`src/rtl/clk_meter_pkg.sv`:
```
// Shared types and default parameters for the clock period meter.
package clk_meter_pkg;

   typedef enum logic [1:0] {
      IDLE    = 2'd0,
      ARMED   = 2'd1,
      MEASURE = 2'd2
   } meter_state_t;

   localparam int DEF_CNT_W       = 27;
   localparam int DEF_EXP_PERIOD  = 50_000_000;
   localparam int DEF_TOL         = 500;
   localparam int DEF_TIMEOUT_CYC = 100_000_000;

endpackage

```
`src/rtl/clk_period_meter_if.sv`:
```
// Result bundle of the period meter: the meter drives it (master), consumers read it (slave).
interface clk_period_meter_if
   import clk_meter_pkg::*;
#(
   parameter int CNT_W = DEF_CNT_W
);
   logic [CNT_W-1:0] period_out;
   logic             period_vld;
   logic             in_range;
   logic             timeout;

   modport master (output period_out, period_vld, in_range, timeout);
   modport slave  (input  period_out, period_vld, in_range, timeout);
endinterface

```
`src/rtl/sync_edge_det.sv`:
```
// Two-flop synchronizer plus history flop; rise pulses for one clk on each synchronized 0->1 edge.
module sync_edge_det (
   input  logic clk,
   input  logic rst_n,
   input  logic din,
   output logic rise
);
   logic s1, s2, hist;

   always_ff @(posedge clk) begin
      if (!rst_n) begin
         s1   <= 1'b0;
         s2   <= 1'b0;
         hist <= 1'b0;
      end else begin
         s1   <= din;
         s2   <= s1;
         hist <= s2;
      end
   end

   assign rise = s2 & ~hist;
endmodule

```
`src/rtl/clk_period_meter.sv`:
```
// Measures the clk-cycle spacing between rising edges of sig_in, with range check and loss detection.
// Optional build macro CLK_PERIOD_METER_AVG_EN reports the mean of the last four captures instead.
module clk_period_meter
   import clk_meter_pkg::*;
#(
   parameter int CNT_W       = DEF_CNT_W,
   parameter int EXP_PERIOD  = DEF_EXP_PERIOD,
   parameter int TOL         = DEF_TOL,
   parameter int TIMEOUT_CYC = DEF_TIMEOUT_CYC
) (
   input  logic               clk,
   input  logic               rst_n,
   input  logic               sig_in,
   clk_period_meter_if.master mtr
);
   localparam logic [CNT_W-1:0] CNT_MAX  = '1;
   localparam logic [CNT_W-1:0] TO_LAST  = CNT_W'(TIMEOUT_CYC - 1);
   localparam logic [CNT_W:0]   RANGE_LO = (CNT_W+1)'((EXP_PERIOD > TOL) ? EXP_PERIOD - TOL : 0);
   localparam logic [CNT_W:0]   RANGE_HI = (CNT_W+1)'(EXP_PERIOD + TOL);

   logic             rise;
   meter_state_t     state, state_nxt;
   logic [CNT_W-1:0] cnt;
   logic [CNT_W-1:0] cap;
   logic             capture, expire;
   logic [CNT_W-1:0] rep_val;
   logic             rep_vld;

   logic [CNT_W-1:0] period_q;
   logic             vld_q, inr_q, to_q;

   sync_edge_det u_sync (
      .clk   (clk),
      .rst_n (rst_n),
      .din   (sig_in),
      .rise  (rise)
   );

   always_ff @(posedge clk) begin
      if (!rst_n) state <= IDLE;
      else        state <= state_nxt;
   end

   // A rise wins over the timeout check so a period of exactly TIMEOUT_CYC is still captured.
   always_comb begin
      state_nxt = state;
      unique case (state)
         IDLE:           if (rise) state_nxt = ARMED;
         ARMED, MEASURE: begin
            if (rise)                     state_nxt = MEASURE;
            else if (cnt == TO_LAST)      state_nxt = IDLE;
         end
         default:        state_nxt = IDLE;
      endcase
   end

   always_comb begin
      capture = 1'b0;
      expire  = 1'b0;
      if (state != IDLE) begin
         capture = rise;
         expire  = !rise && (cnt == TO_LAST);
      end
   end

   always_ff @(posedge clk) begin
      if (!rst_n)                       cnt <= '0;
      else if (rise)                    cnt <= '0;
      else if (state == IDLE || expire) cnt <= '0;
      else if (cnt != CNT_MAX)          cnt <= cnt + 1'b1;
   end

   assign cap = (cnt == CNT_MAX) ? cnt : cnt + 1'b1;

`ifdef CLK_PERIOD_METER_AVG_EN
   // Four-sample window: the capture in flight plus the three previous ones held here.
   logic [2:0][CNT_W-1:0] hist;
   logic [1:0]            fill;
   logic [CNT_W+1:0]      sum;

   assign sum     = (CNT_W+2)'(cap) + (CNT_W+2)'(hist[0]) + (CNT_W+2)'(hist[1]) + (CNT_W+2)'(hist[2]);
   assign rep_val = CNT_W'(sum >> 2);
   assign rep_vld = capture && (fill == 2'd3);

   always_ff @(posedge clk) begin
      if (!rst_n || expire) begin
         hist <= '0;
         fill <= '0;
      end else if (capture) begin
         hist <= {hist[1:0], cap};
         if (fill != 2'd3) fill <= fill + 1'b1;
      end
   end
`else
   assign rep_val = cap;
   assign rep_vld = capture;
`endif

   always_ff @(posedge clk) begin
      if (!rst_n) begin
         period_q <= '0;
         vld_q    <= 1'b0;
         inr_q    <= 1'b0;
         to_q     <= 1'b0;
      end else begin
         vld_q <= rep_vld;
         if (rep_vld) begin
            period_q <= rep_val;
            inr_q    <= ({1'b0, rep_val} >= RANGE_LO) && ({1'b0, rep_val} <= RANGE_HI);
            to_q     <= 1'b0;
         end else if (expire) begin
            to_q     <= 1'b1;
         end
      end
   end

   assign mtr.period_out = period_q;
   assign mtr.period_vld = vld_q;
   assign mtr.in_range   = inr_q;
   assign mtr.timeout    = to_q;
endmodule

```
`src/flat_wrapper.sv`:
```
// flat-port wrapper written by rule: the top's interface ports become plain ports
module clk_period_meter_flat import clk_meter_pkg::*;
#(
   parameter int CNT_W       = DEF_CNT_W,
   parameter int EXP_PERIOD  = DEF_EXP_PERIOD,
   parameter int TOL         = DEF_TOL,
   parameter int TIMEOUT_CYC = DEF_TIMEOUT_CYC
)
  (clk, rst_n, sig_in, mtr_period_out, mtr_period_vld, mtr_in_range, mtr_timeout);
  clk_period_meter_if #(.CNT_W(CNT_W)) mtr_i ();
  input  logic clk;
  input  logic rst_n;
  input  logic sig_in;
  output wire logic [$bits(mtr_i.period_out)-1:0] mtr_period_out;
  output wire logic [$bits(mtr_i.period_vld)-1:0] mtr_period_vld;
  output wire logic [$bits(mtr_i.in_range)-1:0] mtr_in_range;
  output wire logic [$bits(mtr_i.timeout)-1:0] mtr_timeout;
  assign mtr_period_out = mtr_i.period_out;
  assign mtr_period_vld = mtr_i.period_vld;
  assign mtr_in_range = mtr_i.in_range;
  assign mtr_timeout = mtr_i.timeout;
  clk_period_meter #(.CNT_W(CNT_W), .EXP_PERIOD(EXP_PERIOD), .TOL(TOL), .TIMEOUT_CYC(TIMEOUT_CYC)) u_core (.clk(clk), .rst_n(rst_n), .sig_in(sig_in), .mtr(mtr_i));
endmodule
```
`config.mk`:
```
export PLATFORM = sky130hd
export DESIGN_NAME = clk_period_meter_flat
export DESIGN_NICKNAME = d
export VERILOG_FILES = /design/src/rtl/clk_meter_pkg.sv /design/src/rtl/clk_period_meter_if.sv /design/src/rtl/sync_edge_det.sv /design/src/rtl/clk_period_meter.sv /design/src/flat_wrapper.sv
export SDC_FILE = /design/constraint.sdc
export NUM_CORES = 1
export LEC_CHECK = 0
export CORE_ASPECT_RATIO = 1.2
export CORE_MARGIN = 5
export CORE_UTILIZATION = 30
export DETAILED_ROUTE_END_ITERATION = 6
export PLACE_DENSITY = 0.6
export SLEW_MARGIN = 20
export SYNTH_ARGS = -nofsm -noshare
export SYNTH_HDL_FRONTEND = slang
export SYNTH_HIERARCHICAL = 1
export SYNTH_SLANG_ARGS = --single-unit
```
`constraint.sdc`:
```
create_clock -name clk -period 4.3 [get_ports clk]
set_clock_uncertainty 0.2 [all_clocks]
set_input_delay 0.43 -clock clk [delete_from_list [all_inputs] [get_ports clk]]
set_output_delay 0.43 -clock clk [all_outputs]
set_load 0.05 [all_outputs]
```
**Word-level counts from Yosys, hierarchy flattened**

Index checks and enable logic that the tools add are counted.
W data, S select, Z words.

- Output and inout port bits: 30
- Input port bits: 3
- Memories kept: 0
- Word-level logic and storage cells: 39
- Memory bits (writable): 0
- ROM bits: 0
- Bits in latches: 0
- Flip-flop bits (word level): 62

- $add $sub $neg: 1
- Magnitude comparators: 2
- Equal/unequal tests: 7
- Shift operators: 0
- $mul: 0
- Div/mod/pow operators: 0
- Reductions and logical operators: 10
- Bitwise gates (word level): 3
- Multiplexer cells: 7

Operator list:

| kind | number |
|---|---|
| $eq A27 B27 Y1 const B | 2 |
| $add A27 B1 Y27 const B | 1 |
| $ge A27 B26 Y1 const B | 1 |
| $le A27 B26 Y1 const B | 1 |
| $mux W27 | 1 |
| $ne A27 B27 Y1 const B | 1 |
| $mux W2 | 3 |
| $pmux W2 S2 | 1 |
| $reduce_or A2 Y1 | 2 |
| $ne A3 B1 Y1 const B | 1 |
| $reduce_or A3 Y1 | 1 |
| $eq A2 B1 Y1 const B | 1 |
| $eq A2 B2 Y1 const B | 1 |
| $logic_and A1 B1 Y1 | 2 |
| $logic_not A2 Y1 | 1 |
| $mux W1 | 2 |
| $ne A2 B1 Y1 const B | 1 |
| $not A1 Y1 | 2 |
| $reduce_and A2 Y1 | 1 |
| $reduce_bool A2 Y1 | 1 |
| $and A1 B1 Y1 | 1 |
| $logic_not A1 Y1 | 1 |
| $logic_or A1 B1 Y1 | 1 |

**Depth between registers and ports, before layout**

Gate-level depths: netlist of the first run.

- Depth in word-level cells: 7
- Mapped depth: 10

**Modules after synthesis**

The synthesis of the first run kept the hierarchy.

By module, submodules not included:

| module | instances | cells an instance | area an instance (µm²) |
|---|---|---|---|
| clk_period_meter | 1 | 326 | 2773.9 |
| sync_edge_det | 1 | 7 | 92.6 |

**Worst setup path after synthesis of the first run**

No wires, ideal clock.

- Path type: reg-to-reg
- From: reg u_core.cnt[0]
- To: reg u_core.inr_q, in the netlist u_core/mtr.in_range
- Arrival time: 2.885 ns
- Library setup time: 0.079 ns
- Slack: 1.136 ns
- Path buffers: 1
- Clock period less this slack: 3.164 ns
- Data required time: 4.021 ns
- Stages on the path, launching flop included: 11
- Cells stage by stage: dfxtp_1 -> ha_1 -> clkbuf_2 -> nand4_1 -> nor4_1 -> a21oi_4 -> xnor2_1 -> or4_4 -> nor4_2 -> a211oi_1 -> a22oi_1

- Longest elaborated chain between the ends: 4
- Elaborated cells on any way between the ends: 6
- Those cells by class: 1 x add/sub; 2 x order compare; 1 x eq/ne; 1 x mux; 1 x reduce/logical

RTL lines:

| element | RTL line | source |
|---|---|---|
| from (decl) | clk_period_meter.sv:23 | `logic [CNT_W-1:0] cnt;` |
| from (signal assigned) | clk_period_meter.sv:70 | `else if (cnt != CNT_MAX) cnt <= cnt + 1'b1;` |
| $add A27 B1 Y27 / $eq A27 B27 Y1 (equally long branches) | clk_period_meter.sv:73 | `assign cap = (cnt == CNT_MAX) ? cnt : cnt + 1'b1;` |
| $mux W27 (*) | clk_period_meter.sv:73 |  |
| $ge A27 B26 Y1 / $le A27 B26 Y1 (equally long branches) | clk_period_meter.sv:109 | `inr_q <= ({1'b0, rep_val} >= RANGE_LO) && ({1'b0, rep_val} <= RANGE_HI);` |
| $logic_and A1 B1 Y1 (*) | clk_period_meter.sv:109 |  |
| to (signal assigned) | clk_period_meter.sv:109 |  |
| to (decl) | clk_period_meter.sv:30 | `logic vld_q, inr_q, to_q;` |

Every way passes the cells marked *; elsewhere a longest branch is shown, timed or not.
A chain may end at the register's enable or synchronous reset.

**Worst setup path after layout of the first run**

Same ends and word-level chain as after synthesis.

==> results of run 1 <==
==> final timing paths <==
check                              start  slack [ps]  cells after the start                                to
max           u_core/cnt[0]$_SDFFE_PP0N_         570                      9  u_core/mtr.in_range$_SDFFE_PN0P_
min          u_core/u_sync/s1$_SDFF_PN0_         220                      1       u_core/u_sync/s2$_SDFF_PN0_
max reg2reg   u_core/cnt[0]$_SDFFE_PP0N_         570                      9  u_core/mtr.in_range$_SDFFE_PN0P_
min reg2reg  u_core/u_sync/s1$_SDFF_PN0_         220                      1       u_core/u_sync/s2$_SDFF_PN0_
==> power breakdown <==
part	switching (mW)	internal, mW	leakage [nW]
registers	0.00162	0.578	0.500
clock network	0.240	0.404	0.126
logic	0.0142	0.00691	0.500
total	0.256	0.989	1.13
==> routing by layer <==
| metal | part of all wire [%] | wire length [um] | global-route usage [%] |
|---|---|---|---|
| met5 | 0 | 0 | 0 |
| met3 | 4.2 | 329 | 2.79 |
| met1 | 44 | 3450 | 15.9 |
| met4 | 2.4 | 187 | 8.83 |
| met2 | 50 | 3950 | 23.9 |
==> layout make-up <==
class                      instances  share of cell area (%)
multi-input combinational        251                    43.3
sequential                        62                    34.7
timing repair buffer              35                    9.60
clock buffer                      13                    7.01
tap                              123                    4.31
clock inverter                     3                   0.560
inverter                           5                   0.525
==> logic make-up after synthesis <==
group	share of synthesized area [%]
compound gates	15.7
xor+xnor	6.42
fa+ha+maj	0.873
buf+inv	2.92
flops	43.3
mux	0.698
simple gates	30.1
==> placed cells by master (no fill, tap or decap), types with 3 or more instances in the layout <==
cell,n
clkbuf_16,9
clkdlybuf4s50_1,32
dfxtp_1,62
clkbuf_1,3
buf_4,3
xnor2_1,10
or3_1,3
o21ai_0,36
xor2_1,11
nor2_1,35
nor3b_1,6
nand4_1,9
and2_1,9
nor3_1,8
nand2_1,36
and3_1,3
a21oi_1,3
inv_1,5
nand4b_1,3
nand3_1,14
a31oi_1,5
nor4_1,6
==> stage by stage <==
step / util, % / worst slack, ps
2_1_floorplan: - / 1140
3_3_place_gp: 35.1 / 849
3_5_place_dp: 35.1 / 621
4_1_cts: 37.9 / 586
5_1_grt: 37.9 / 241
6_report: 37.9 / 571
==> sequential cells by signal, indices dropped and copies added (netlist names) <==
signal	flops
u_core/mtr.period_vld	1
u_core/cnt	27
u_core/mtr.in_range	1
u_core/state	2
u_core/mtr.period_out	27
u_core/u_sync/s1	1
u_core/u_sync/s2	1
u_core/mtr.timeout	1
u_core/u_sync/hist	1
==> metrics, run 1 <==
Slew HR 40.3%; DRC Markers 0; total power approximately 1.2 mW; Fin. Hold Viols 0; total congestion overflow 0; post-cts resize count 0; most numerous cell in the Yosys netlist dfxtp_1; Pwr per Cell Area 348 nW/um^2; Die H between 100 and 150 um; Sequential Area about 1200 sq um; vias post-DR between 2000 and 3000; Max Cap Viol 0; FFs w/ async S/R, synth 0%; Seq/Total Area, Yosys 43.3%; Synthesized Nets ~340; Max Slew Vio Count 0; starting density of the core 30.4%; DP Area 3300 sq um; hold crit path type reg -> reg; Critical Path RT between 4000 and 5000 ps; post-CTS setup buffer count 0; CP Launch Type flop; all-layer global routing usage 13.9%; Non-Filler Instances between 400 and 500; RSZ-0062 raised after global routing no; final instance area about 3600 sq um; worst-path cell chain ha_1, nand4_1, nor4_1, a21oi_4, a41oi_1, nand4b_1, nor4_1, a41oi_1, a22oi_1; syn avg cell area between 8 and 9 sq um; Setup TNS 0 ps; Die Wd between 90 and 100 um; top cells by area, synth dfxtp_1, o21ai_0, nand2_1; Synth Instances 333; initial antenna violation count 0; area of the multi-input gates approximately 1500 sq um; port buffer count 32; number of synthesized flops with an enable pin 0; synth warn 6; CP max-delay cell nor4_1; Post-CTS Hold Buffers 0; Vias/cell roughly 5.2; H-tree depth 3; clock buffer depth 2; I/O pin cnt 33; row count 39; WHS around 220 ps; Worst EP arrival 3770 ps; worst skew pair latency around 330 ps; Max Clk Rate roughly 0.27 GHz; Post-Route WL just under 8 mm; outcome complete, no violations; Critical path buffers and inverters 0; Post-DP HPWL roughly 5.8 mm; initial DRC count 220; Ant. Diodes 0; crit-path max FO 9; Num CTS Buffers 9; clock root buffer clkbuf_16; synthesized flop and latch total between 60 and 70; largest area contributor in the netlist dfxtp_1; Setup crit end kind flop; P&R area growth vs syn 24.6%; slowest stage delay, CP 710 ps; RD Place Congestion approximately 0.92; setup violation total in the final timing report 0; P_leak 1.13 nW; CTS tree yes; Final Net Count roughly 370; dominant synthesized flop cell dfxtp_1; Die ar. between 10000 and 15000 sq um; Worst Max-Slew Pin Slew 893 ps; Tmin final about 3700 ps; clock sinks between 60 and 70; antenna-violating nets left 0; post-route clock period utilization between 80 and 90%; Clock transition at path regs roughly 50 ps; Pre-antenna DRT Iters 4; FILL cells about 950; top post-synthesis cells by count dfxtp_1, nand2_1, o21ai_0; vias in the first global route approximately 2500; share of cells above drive strength 1 9.76%; Post-Syn Area roughly 2900 sq um; Core Footprint about 9400 sq um; dpl cells 476; largest net degree at the start of global routing 27; critical path type reg -> reg; CP delay by family, top simple AND/OR/NAND/NOR gates; peak supply drop ~150 uV; Yosys cell types 61; global-route wire length before repair ~12 mm; top cell type's share of synthesized area 43.3%; drt wl/cell ~16 um
Note: power is estimated with default switching activity, not from simulation.
==> inputs of run 2 (changes only) <==
--- a/config.mk
+++ b/config.mk
@@ -6,12 +6,10 @@
 export NUM_CORES = 1
 export LEC_CHECK = 0
 export CORE_ASPECT_RATIO = 1.2
-export CORE_MARGIN = 5
 export CORE_UTILIZATION = 30
 export DETAILED_ROUTE_END_ITERATION = 6
 export PLACE_DENSITY = 0.6
 export SLEW_MARGIN = 20
 export SYNTH_ARGS = -nofsm -noshare
 export SYNTH_HDL_FRONTEND = slang
-export SYNTH_HIERARCHICAL = 1
 export SYNTH_SLANG_ARGS = --single-unit
==> run 2 against run 1 <==
Global-route usage is 2.2 points higher. Power is 9.1% higher. Worst setup slack better by 130 ps. Final area is 2.7% higher. Via count is 3.7% higher.
==> metrics, run 2 <==
outcome complete, no violations; cell count of the worst hold path 1 (unchanged); top post-synthesis cells by count dfxtp_1, nand2_1, nor2_1; FILL cells 992 (+4.3%); clock buffer depth 2 (unchanged); Seq/Total Area, Yosys 41.7% (-1.6 points); CP Launch Type flop; Critical Path RT 4370 ps (+30 ps); Die Wd 92.9 um (-6.3%); Non-Filler Instances 510 (+3.7%); setup violation total in the final timing report 0 (unchanged); total congestion overflow 0 (unchanged); top cells by area, synth dfxtp_1, nand2_1, o21ai_0; H-tree depth 3 (unchanged); Pre-antenna DRT Iters 5 (+1); initial antenna violation count 0 (unchanged); vias in the first global route 2543 (+3.3%); Post-CTS Hold Buffers 0 (unchanged); Die H 111 um (-5.1%); Reg2Reg Setup Slack 700 ps (+130 ps); post-CTS setup buffer count 0 (unchanged); drt wl/cell 15.5 um (-3.7%); Synth Instances 352 (+5.7%); worst flop-to-flop path endpoint u_core.mtr.in_range$_SDFFE_PN0P_; worst skew pair latency 330 ps (about the same); Setup crit end kind flop; Worst Max-Slew Pin Slew 797 ps (-95.7 ps); Tmin final 3600 ps (-131 ps); Critical Path End u_core.mtr.in_range$_SDFFE_PN0P_; crit-path max FO 11 (+2); vias post-DR 2670 (+3.7%); Adder-Cell Fraction of Synth Area 1.68% (+0.81 points); Clock transition at path regs 50 ps (about the same); post-synthesis mux area share 1.35% (+0.65 points); reg2reg path depth 10 (+1); Post-Syn Area 2980 sq um (+3.8%); clock root buffer clkbuf_16; CP Launch Point u_core.cnt[0]$_SDFFE_PP0N_; largest net degree at the start of global routing 30 (+11%); row count 39 (unchanged); P_leak 1.21 nW (+7.4%); Core Footprint 9560 sq um (+1.6%); all-layer global routing usage 16.2% (+2.2 points); Synthesized Nets 359 (+6.2%); commonest non-fill, non-tap cell in the layout dfxtp_1; Vias/cell 5.24 (about the same); number of synthesized flops with an enable pin 0 (unchanged); Post-Synth Simple-Gate Area 30.4% (+0.32 points); global-route wire length before repair 12.9 mm (+3.6%); Fin. Hold Viols 0 (unchanged); Synth Area in Compound Gates 14.5% (-1.2 points); top cell type's share of synthesized area 41.7% (-1.6 points); Ant. Diodes 0 (unchanged); synth warn 0 (-6); Slew HR 46.6% (+6.2 points); Num CTS Buffers 9 (unchanged); R2R Path Start u_core.cnt[0]$_SDFFE_PP0N_; initial DRC count 223 (+1.4%); Max Cap Viol 0 (unchanged); FFs w/ async S/R, synth 0% (unchanged); Die ar. 10300 sq um (-11%); Sequential Area 1240 sq um (unchanged); share of cells above drive strength 1 9.56% (-0.20 points); peak supply drop 225 uV (+51%); Final Net Count 389 (+5.4%); Post-DP HPWL 5.74 mm (-0.25%); critical path type reg -> reg; Yosys cell types 58 (-4.9%); largest family of logic cells by synthesized area simple AND/OR/NAND/NOR gates; Setup TNS 0 ps (unchanged); port buffer count 32 (unchanged); Worst EP arrival 3670 ps (-100 ps); min-delay src u_core.u_sync.s1$_SDFF_PN0_; hold crit path type reg -> reg; starting density of the core 31.1% (+0.69 points); RSZ-0062 raised after global routing no; I/O pin cnt 33 (unchanged); post-route clock period utilization 83.7% (-3.1 points); RD Place Congestion 0.911 (-0.46%); XOR/XNOR share of the synthesized area 5.88% (-0.53 points); Pwr per Cell Area 370 nW/um^2 (+6.2%); Max Clk Rate 0.278 GHz (+3.7%); Max Slew Vio Count 0 (unchanged); most numerous cell in the Yosys netlist dfxtp_1; commonest cells after routing, fill and taps aside dfxtp_1, nand2_1, nor2_1, o21ai_0, clkdlybuf4s50_1; synthesized flop and latch total 62 (unchanged); P&R area growth vs syn 23.2%; dominant synthesized flop cell dfxtp_1; Post-Route WL 7.90 mm (-0.20%); syn avg cell area 8.46 sq um (-1.8%); area of the multi-input gates 1600 sq um (+3.7%); clock sinks 62 (unchanged); largest area contributor in the netlist dfxtp_1; DRC Markers 0 (unchanged); antenna-violating nets left 0 (unchanged); dpl cells 494 (+3.8%); post-cts resize count 0 (unchanged); CTS tree yes
## run 2: cell count changes in the layout (fill, tap and decap cells not counted), moves of 3 or more
cell     delta
nor2_1      +3
nand2_1    +10
xnor2_1     +5
a21oi_1     +5
and2_1      -3
o21ai_0     -4
nor3b_1     -4
and4_1      +3
nand4_1     +3
xor2_1      -6
## run 2: layout make-up
type | instances | area share [%]
tap | 123 | 4.20
inverter | 5 | 0.512
multi-input combinational | 268 | 43.7
sequential | 62 | 33.8
timing repair buffer | 36 | 9.55
clock buffer | 12 | 6.99
clock inverter | 4 | 1.23
## run 2: worst min path at each step
stage | slack [ps] | to
3_5_place_dp | 220 | u_core.u_sync.s2$_SDFF_PN0_
5_1_grt | 250 | u_core.u_sync.s2$_SDFF_PN0_
6_report | 240 | u_core.u_sync.s2$_SDFF_PN0_
3_3_place_gp | 220 | u_core.u_sync.s2$_SDFF_PN0_
2_1_floorplan | 210 | u_core.u_sync.s2$_SDFF_PN0_
4_1_cts | 240 | u_core.u_sync.s2$_SDFF_PN0_
## run 2: cells by family (layout without fill, tap and decap cells)
family / count (synthesis) / in the layout
and+or+nand+nor: 172 / 172
AOI/OAI and AO/OA: 68 / 68
DFF: 62 / 62
buffers and inverters: 22 / 57
xor gates and xnor gates: 20 / 20
adders and majority gates: 4 / 4
muxes: 4 / 4
## run 2: metal layers
metal / track usage [%] / vias to the layer above / wire length [um]
li1: - / 1315 / -
met1: 19.9 / 1251 / 3500
met2: 26.3 / 87 / 3730
met3: 4.39 / 17 / 414
met4: 6.77 / 0 / 251
met5: 0 / - / 0
## run 2: where the power goes
part           internal, mW  switching, mW  leakage, nW
registers             0.581        0.00416        0.500
clock network         0.476          0.245        0.152
logic                0.0178         0.0328        0.556
## run 2: through the flow
step	power (mW)	setup WS (ps)	utilization [%]	area, sq um	hold WS, ps
floorplan	0.633	1500	-	2980	212
global placement	0.646	894	35.2	3370	217
detailed placement	0.648	821	35.2	3370	224
CTS	1.37	801	38.3	3670	240
global route	1.40	548	38.4	3670	249
finish	1.36	702	38.4	3670	236
## run 2: critical path, cell delays in order, from the launching register on
cell,delay (ps)
dfxtp_1,410
ha_1,430
nand4_1,290
or3_1,530
nor3_1,310
xnor2_1,150
or3_2,450
o31ai_1,370
nand3_1,130
a32oi_1,170
a21o_1,100
